==> config.mk <==
export PLATFORM = sky130hd
export DESIGN_NAME = uart_receiver
export DESIGN_NICKNAME = d
export VERILOG_FILES = /design/src/rtl/serial_pkg.sv /design/src/rtl/flex_counter.sv /design/src/rtl/uart_receiver.sv
export SDC_FILE = /design/constraint.sdc
export NUM_CORES = 1
export LEC_CHECK = 0
export CAP_MARGIN = 20
export CORE_MARGIN = 2
export CORE_UTILIZATION = 56
export CTS_BUF_LIST = sky130_fd_sc_hd__clkbuf_8
export CTS_CLUSTER_DIAMETER = 40
export DETAILED_ROUTE_END_ITERATION = 16
export GPL_ROUTABILITY_DRIVEN = 0
export PLACE_DENSITY = 0.78
export REMOVE_ABC_BUFFERS = 1
export SETUP_SLACK_MARGIN = 0.15
export SLEW_MARGIN = 20
export SYNTH_ARGS = -nofsm -noshare
export SYNTH_HDL_FRONTEND = slang
export SYNTH_SLANG_ARGS = --single-unit
==> constraint.sdc <==
create_clock -name clk -period 4.2 [get_ports clk]
set_input_delay 0.63 -clock clk [delete_from_list [all_inputs] [get_ports clk]]
set_output_delay 0.63 -clock clk [all_outputs]
set_load 0.05 [all_outputs]
==> src/rtl/serial_pkg.sv <==
// Shared serial definitions: receiver FSM states, frame width, divisor floor.
// Latency: n/a (types and constants only).
// Backpressure: n/a. Also imported by the transmitter bench.
package serial_pkg;

    localparam int UART_DATA_BITS = 8;
    localparam int MIN_DIV        = 4;

    typedef enum logic [2:0] {
        IDLE  = 3'd0,
        START = 3'd1,
        DATA  = 3'd2,
        STOP  = 3'd3,
        LOAD  = 3'd4
    } rx_state_t;

endpackage

==> src/rtl/flex_counter.sv <==
// Up-counter with synchronous clear and programmable wrap value.
// Latency: count_out updates on the edge after count_enable; wraps to 0 on the step after rollover_val.
// Backpressure: none; holds its value while count_enable is low.
//   clk, n_rst        clock, async active-low reset
//   clear             synchronous clear (priority over count_enable)
//   count_enable      advance by one this cycle
//   rollover_val      last value before wrapping to 0
//   count_out         current count
module flex_counter #(
    parameter int NUM_CNT_BITS = 4
) (
    input  logic                    clk,
    input  logic                    n_rst,
    input  logic                    clear,
    input  logic                    count_enable,
    input  logic [NUM_CNT_BITS-1:0] rollover_val,
    output logic [NUM_CNT_BITS-1:0] count_out
);

    localparam logic [NUM_CNT_BITS-1:0] LP_ONE = NUM_CNT_BITS'(1);

    logic [NUM_CNT_BITS-1:0] r_count;

    always_ff @(posedge clk or negedge n_rst) begin
        if (!n_rst) begin
            r_count <= '0;
        end else if (clear) begin
            r_count <= '0;
        end else if (count_enable) begin
            if (r_count == rollover_val) begin
                r_count <= '0;
            end else begin
                r_count <= r_count + LP_ONE;
            end
        end
    end

    assign count_out = r_count;

endmodule

==> src/rtl/uart_receiver.sv <==
// UART receive stage: 8N1 frames, LSB first, mid-bit sampling at baudData cycles per bit.
// Latency: 2-cycle input sync; rx_data/data_ready/framing_error update 1 cycle after the stop sample.
// Backpressure: none on the line; an unread byte is overwritten and overrun_error latches.
//   clk, n_rst        clock, async active-low reset
//   serial_in         asynchronous serial line (idles high)
//   baudData          cycles per bit, latched at each start edge, clamped to MIN_DIV
//   data_read         consumer pulse: rx_data has been taken
//   rx_data           last received byte
//   data_ready        rx_data holds an unread byte
//   framing_error     stop bit of rx_data's frame sampled low
//   overrun_error     sticky: a byte was overwritten before being read
//   busy              a frame is in progress
module uart_receiver #(
    parameter int NUM_CNT_BITS = 32,
    parameter int MIN_DIV      = serial_pkg::MIN_DIV
) (
    input  logic                    clk,
    input  logic                    n_rst,
    input  logic                    serial_in,
    input  logic [NUM_CNT_BITS-1:0] baudData,
    input  logic                    data_read,
    output logic [7:0]              rx_data,
    output logic                    data_ready,
    output logic                    framing_error,
    output logic                    overrun_error,
    output logic                    busy
);

    import serial_pkg::*;

    localparam logic [NUM_CNT_BITS-1:0] LP_MIN_DIV = NUM_CNT_BITS'(MIN_DIV);
    localparam logic [NUM_CNT_BITS-1:0] LP_ONE     = NUM_CNT_BITS'(1);
    localparam logic [3:0]              LP_LAST_BIT = 4'(UART_DATA_BITS - 1);

    // Synchronizer and edge-detect history, all idle-high.
    logic r_sync1;
    logic r_rx_s;
    logic r_rx_d;
    logic w_fall;

    rx_state_t r_state;
    rx_state_t w_next_state;

    logic [NUM_CNT_BITS-1:0]   r_deff;
    logic [NUM_CNT_BITS-1:0]   w_roll_val;
    logic [NUM_CNT_BITS-1:0]   w_cyc_cnt;
    logic [3:0]                w_bit_cnt;
    logic                      w_tick;
    logic                      w_last_bit;

    logic                      w_cnt_clr;
    logic                      w_cnt_en;
    logic                      w_bit_clr;
    logic                      w_bit_en;
    logic                      w_latch_div;
    logic                      w_shift_en;
    logic                      w_stop_en;
    logic                      w_load;

    logic [UART_DATA_BITS-1:0] r_shift;
    logic                      r_stop_bad;
    logic [UART_DATA_BITS-1:0] r_rx_data;
    logic                      r_data_ready;
    logic                      r_framing_error;
    logic                      r_overrun_error;

    always_ff @(posedge clk or negedge n_rst) begin
        if (!n_rst) begin
            r_sync1 <= 1'b1;
            r_rx_s  <= 1'b1;
            r_rx_d  <= 1'b1;
        end else begin
            r_sync1 <= serial_in;
            r_rx_s  <= r_sync1;
            r_rx_d  <= r_rx_s;
        end
    end

    // A held-low line never produces this, so a break cannot retrigger frames.
    assign w_fall = r_rx_d & ~r_rx_s;

    // Cycle counter: in START it wraps at half a bit, otherwise at a full bit,
    // so each wrap is exactly a sample point and the next bit period starts at 0.
    flex_counter #(
        .NUM_CNT_BITS (NUM_CNT_BITS)
    ) u_cyc_cnt (
        .clk          (clk),
        .n_rst        (n_rst),
        .clear        (w_cnt_clr),
        .count_enable (w_cnt_en),
        .rollover_val (w_roll_val),
        .count_out    (w_cyc_cnt)
    );

    flex_counter #(
        .NUM_CNT_BITS (4)
    ) u_bit_cnt (
        .clk          (clk),
        .n_rst        (n_rst),
        .clear        (w_bit_clr),
        .count_enable (w_bit_en),
        .rollover_val (LP_LAST_BIT),
        .count_out    (w_bit_cnt)
    );

    assign w_tick     = (w_cyc_cnt == w_roll_val);
    assign w_last_bit = (w_bit_cnt == LP_LAST_BIT);

    // FSM state register
    always_ff @(posedge clk or negedge n_rst) begin
        if (!n_rst) begin
            r_state <= IDLE;
        end else begin
            r_state <= w_next_state;
        end
    end

    // FSM next-state logic
    always_comb begin
        w_next_state = r_state;
        case (r_state)
            IDLE:    if (w_fall) w_next_state = START;
            START:   if (w_tick) w_next_state = r_rx_s ? IDLE : DATA;
            DATA:    if (w_tick && w_last_bit) w_next_state = STOP;
            STOP:    if (w_tick) w_next_state = LOAD;
            LOAD:    w_next_state = IDLE;
            default: w_next_state = IDLE;
        endcase
    end

    // FSM output logic
    always_comb begin
        w_cnt_clr   = 1'b0;
        w_cnt_en    = 1'b0;
        w_bit_clr   = 1'b0;
        w_bit_en    = 1'b0;
        w_latch_div = 1'b0;
        w_shift_en  = 1'b0;
        w_stop_en   = 1'b0;
        w_load      = 1'b0;
        w_roll_val  = r_deff - LP_ONE;
        busy        = (r_state != IDLE);
        case (r_state)
            IDLE: begin
                w_cnt_clr   = 1'b1;
                w_bit_clr   = 1'b1;
                w_latch_div = w_fall;
            end
            START: begin
                w_cnt_en   = 1'b1;
                w_roll_val = (r_deff >> 1) - LP_ONE;
            end
            DATA: begin
                w_cnt_en   = 1'b1;
                w_shift_en = w_tick;
                w_bit_en   = w_tick;
            end
            STOP: begin
                w_cnt_en  = 1'b1;
                w_stop_en = w_tick;
            end
            LOAD: begin
                w_load = 1'b1;
            end
            default: begin
                w_cnt_clr = 1'b1;
                w_bit_clr = 1'b1;
            end
        endcase
    end

    // Datapath and consumer-facing flags.
    always_ff @(posedge clk or negedge n_rst) begin
        if (!n_rst) begin
            r_deff          <= LP_MIN_DIV;
            r_shift         <= '0;
            r_stop_bad      <= 1'b0;
            r_rx_data       <= '0;
            r_data_ready    <= 1'b0;
            r_framing_error <= 1'b0;
            r_overrun_error <= 1'b0;
        end else begin
            if (w_latch_div) begin
                r_deff <= (baudData < LP_MIN_DIV) ? LP_MIN_DIV : baudData;
            end
            // Fill from the MSB side so the first bit received ends up in bit 0.
            if (w_shift_en) begin
                r_shift <= {r_rx_s, r_shift[UART_DATA_BITS-1:1]};
            end
            if (w_stop_en) begin
                r_stop_bad <= ~r_rx_s;
            end
            if (w_load) begin
                r_rx_data       <= r_shift;
                r_framing_error <= r_stop_bad;
                r_data_ready    <= 1'b1;
                // A read landing on LOAD consumed the old byte, so nothing was lost.
                if (r_data_ready && !data_read) begin
                    r_overrun_error <= 1'b1;
                end else if (r_data_ready && data_read) begin
                    r_overrun_error <= 1'b0;
                end
            end else if (data_read && r_data_ready) begin
                r_data_ready    <= 1'b0;
                r_overrun_error <= 1'b0;
            end
        end
    end

    assign rx_data       = r_rx_data;
    assign data_ready    = r_data_ready;
    assign framing_error = r_framing_error;
    assign overrun_error = r_overrun_error;

endmodule
# After elaboration in Yosys (flattened, before gate mapping)
# Cells that the tools add are included.
# Widths: inputs -> output; s select.
# word_totals
regBits	94
word_cells	66
# op_classes
muxes	24
eq_ne	12
magnitude_cmp	1
addsub	4
reduce_logical	10
bitwise_logic	2
# op_table
cell	n
$mux 32	5
$add 32x1->32 const B	1
$eq 32x32->1	1
$lt 32x3->1 const B	1
$sub 31x1->32 const B	1
$sub 32x1->32 const B	1
$mux 3	4
$mux 4	3
$pmux 3 s4	1
$mux 1	10
$ne 2x2->1 const B	4
$eq 3x2->1 const B	2
$add 4x1->4 const B	1
$eq 4x3->1 const B	1
$ne 2x1->1 const B	2
$reduce_and 4->1	1
$reduce_or 4->1	1
$eq 3x1->1 const B	1
$eq 3x3->1 const B	1
$logic_and 1x1->1	3
$logic_not 3->1	1
$reduce_bool 3->1	1
$reduce_or 3->1	1
$mux 2	1
4 further kinds	4

# Depth between registers and ports, before layout
# logic_depth
word_depth	6
depth_mapped	19

# Modules after synthesis
# Synthesis repeated with hierarchy kept, for this count alone.
# hier_totals
cells_unflattened	921
hier_area_um2	7981.4
# by_module_without_submodules
module	area_each_um2	cells_per_inst	n_inst
uart_receiver	5708.0	680	1
flex_counter at u_cyc_cnt	1996.9	214	1
flex_counter at u_bit_cnt	276.5	27	1

# Least setup slack after synthesis
# No wires, ideal clock.
# synth_timing
path_kind	register to register
start	register r_state[1]
end	register r_shift[2]
period_less_slack_ps	4491
required_time_ps	4072
setup_time_ps	128
stages_incl_launch_ff	18
setup_slack_ps	-291
arrival_time_ps	4364
cell_sequence	dfrtp_1 -> or3b_1 -> buf_2 -> buf_1 -> clkbuf_1 -> a21oi_1 -> ha_1 -> or4b_1 -> clkbuf_1 -> o41a_1 -> o31ai_1 -> a21boi_1 -> nor4_1 -> nor4bb_1 -> and2_1 -> buf_4 -> nand4_4 -> mux2_1
# synth_via
elab_chain_cells	4
word_cells_on_any_way	5
cone_classes	eq/ne: 3; mux: 2
# synth_rtl
item	line_no	source
from (decl)	uart_receiver.sv:41	rx_state_t r_state;
from (signal assigned)	uart_receiver.sv:114	r_state <= w_next_state;
$eq 3x1->1	uart_receiver.sv:143	case (r_state)
$mux 32	uart_receiver.sv:143	
$eq 32x32->1	uart_receiver.sv:106	assign w_tick = (w_cyc_cnt == w_roll_val);
$mux 1 *	uart_receiver.sv:143	
to (signal assigned)	uart_receiver.sv:188	r_shift <= {r_rx_s, r_shift[UART_DATA_BITS-1:1]};
to (decl)	uart_receiver.sv:60	logic [UART_DATA_BITS-1:0] r_shift;
# Mark *: on every way between the ends. The rest lies on a longest branch, timed or not.
# A chain may end at the register's enable or synchronous reset.

# Worst setup path after layout
# layout_timing
start	register r_state[2]
end	register r_shift[5]
# The elaborated chain is that of the path after synthesis.

==> key figures <==
Status
  – Outcome: completed

Clock tree
  – Hold buffer count at cts: 0
  – Max Root-Sink Buffers: 2
  – Clock sink total: 94
  – CTS root buf: clkbuf_8
  – CTS tree: yes
  – H-tree levels: 3
  – Worst-Skew Late Latency: 0.40 ns
  – CTS buffer count: 9
  – Clock-pin slew on the worst setup and hold paths: 0.11 ns

Route
  – Mean number of vias per cell: 6.764
  – DR iter-0 viols: 687
  – Drt first pass iters: 5
  – Routed WL: 19,150 um
  – DR WL/cell: 20.11 um
  – Routed Antenna Nets: 0
  – DR DRC count: 0
  – Via count: 6,439

GRT
  – Largest net degree at the start of global routing: 74
  – First-pass GRT wire length: 30,930 um
  – GRT Overall Usage: 29.88%
  – Antenna violations before repair: 0
  – Grt ovf: 0
  – Vias in the first global route: 6,106

Setup path
  – Crit path kind: register to register
  – CP startpoint: r_state[2]
  – WP data arrival: 4.27 ns
  – Critical Path RT: 4.49 ns
  – CP Max Fanout: 6
  – CP startpoint kind: register
  – Worst R2R Start: r_state[2]
  – Crit end category: register

Placement
  – Pre-CTS setup slack: 0.02422 ns
  – Placed Cells: 928
  – DP HPWL: 13,550 um
  – Port Buffers: 47

Cells and area
  – Non-Filler Instances: 952
  – Commonest non-fill, non-tap cell in the layout: dfrtp_1
  – Filler cells: 953
  – Commonest cells after routing, fill and taps aside: dfrtp_1 (89), nand2_1 (66), nor2_1 (64)
  – Layout cells sized above 1: 16.89%
  – P&R area growth vs syn: 15.22%
  – Net count, final: 839
  – Ant diodes: 0

STA
  – Fmax: 251.3 MHz
  – Post-layout min period: 3.979 ns
  – Slew HR: 37.02%
  – Final hold vios: 0
  – Worst setup margin: 0.2214 ns
  – Unrepaired setup endpoints after global routing: yes
  – Worst Skew: 0.02109 ns
  – Setup violations, final: 0
  – Final Slew Violations: 0
  – Setup TNS: 0 ns
  – Worst-Margin Slew: 0.9447 ns
  – Final period util: 94.73%

Synthesis
  – Async S/R FF share, synth: 100.0%
  – Distinct cells, synth: 83
  – Sequential-to-total area share from yosys stat: 34.54%
  – Synth Instances: 764
  – Dominant cell type by area after synthesis: dfrtp_1
  – Top FF cell, synth: dfrtp_1
  – Top cells by area, synth: dfrtp_1 (33%), mux2_2 (5.9%), xnor2_1 (4.2%), nand2_1 (3.6%), nor2_1 (3.5%)
  – Syn Area/Cell: 8.932 um2
  – Ys Warns: 0
  – Yosys reg bits: 94
  – Post-Syn Area: 6824 um2
  – Top cell type's share of synthesized area: 33.00%
  – Post-synth EDFFs: 0

Die
  – Row Count: 40
  – Core area: 11,960 um2
  – Top-level port count: 48
  – Starting Density: 57.05%
  – Die footprint: 13,090 um2
  – Die W: 114.4 um
  – Die height: 114.4 um

Pwr
  – Power per cell area: 336.3 nW/um2
  – Leak: 0.003273 uW
  – Peak supply drop: 0.0002362 V
  – Final Total Pwr: 2644 uW

Hold path
  – Worst hold path class: input pin to async pin

Job
  – MaxCap Viol Count: 0
## per-stage QoR
| stage | hold slack [ns] | util [%] | instance area [um2] |
|---|---|---|---|
| 6_report | 0.3604 | 65.73 | 7863 |
| 3_3_place_gp | 0.3492 | 62.29 | 7451 |
| 4_1_cts | 0.3645 | 64.51 | 7716 |
| 3_5_place_dp | 0.3481 | 62.29 | 7451 |
| 5_1_grt | 0.3723 | 65.73 | 7863 |
| 2_1_floorplan | 0.3344 | - | 6539 |
## worst paths after layout
check                             end  slack (ns)  cells after the start
max                        r_shift[5]        0.22                     13
min                        r_deff[16]        0.36                      1
max reg2reg                r_shift[5]        0.22                     13
min reg2reg                    r_rx_s        0.37                      0
max in group asynchronous  r_deff[31]        3.02                      2
min in group clk               r_rx_s        0.37                      0
## critical path: stages, from the launching register on
cell      delay [ns]
dfrtp_2         0.45
or3b_4          0.42
a21oi_2         0.15
ha_1            0.17
or4b_4          0.50
a211oi_4        0.25
buf_6           0.16
and3_1          0.18
o211ai_1        0.23
a221oi_2        0.36
and4b_2         0.31
buf_12          0.13
nand4_4         0.16
mux2_1          0.37
## synth_stat cells (6+ instances only)
master and instances:
a2111oi_0 7, a211oi_1 16, a21oi_1 20, a311o_1 7, and2_1 7, and3_1 19, buf_1 6, buf_2 11
clkbuf_1 39, dfrtp_1 90, inv_1 18, mux2_2 36, mux2i_1 23, nand2_1 66, nand2b_1 9, nand3_1 35
nand4_1 10, nor2_1 64, nor3_1 21, nor4_1 27, nor4bb_1 8, o211ai_1 8, o21ai_0 17, or2_2 6
or3_1 17, xnor2_1 33, xor2_1 22
## cell type report
cell class,count,area [um2],share of cell area [%]
Sequential cell,94,2359,30.00
Tap cell,147,183.9,2.339
Clock inverter,7,86.33,1.098
Multi-Input combinational cell,590,4242,53.95
Timing Repair Buffer,87,800.8,10.18
Clock buffer,9,123.9,1.575
Inverter,18,67.56,0.8593
## report_power, final
part | leakage [uW] | total, uW | switching [uW] | internal, uW
Combinational | 0.00196 | 827 | 434 | 394
Clock | 0.000105 | 634 | 393 | 241
Sequential | 0.00121 | 1180 | 187 | 996
## per-layer routing
layer / GRT usage [%] / wire length, um / vias to the layer above
met3: 7.358 / 1658 / 76
met4: 13.90 / 807 / 0
met5: 0 / 0 / -
met1: 39.56 / 8130 / 3114
li1: - / - / 2919
met2: 46.19 / 8551 / 330
## sequential cells by signal, summed over array words and instances, names as in the netlist, named ones only
signal               cells
r_rx_d                   1
r_rx_s                   1
u_bit_cnt.count_out      4
r_sync1                  1
r_shift                  8
u_cyc_cnt.count_out     32
framing_error            1
r_deff                  32
r_state                  3
data_ready               1
r_stop_bad               1
rx_data                  8
## cells by family after synthesis
kind of cell	Yosys count	synth area share [%]
DFF	94	34.54
buffers and inverters	81	5.170
muxes	62	9.809
AOI/OAI and AO/OA	146	16.76
adders and majority gates	3	0.5501
and+or+nand+nor	323	26.11
xor gates and xnor gates	55	7.059
## timing repair
| action | in CTS | in global routing |
|---|---|---|
| cloned | 1 | 1 |
| resized for setup | 7 | 21 |
| endpoints found under the setup margin | 37 | 44 |
| pin swaps | 5 | 8 |
| buffers inserted | 2 | 4 |
(Power assumes the default switching activity.)
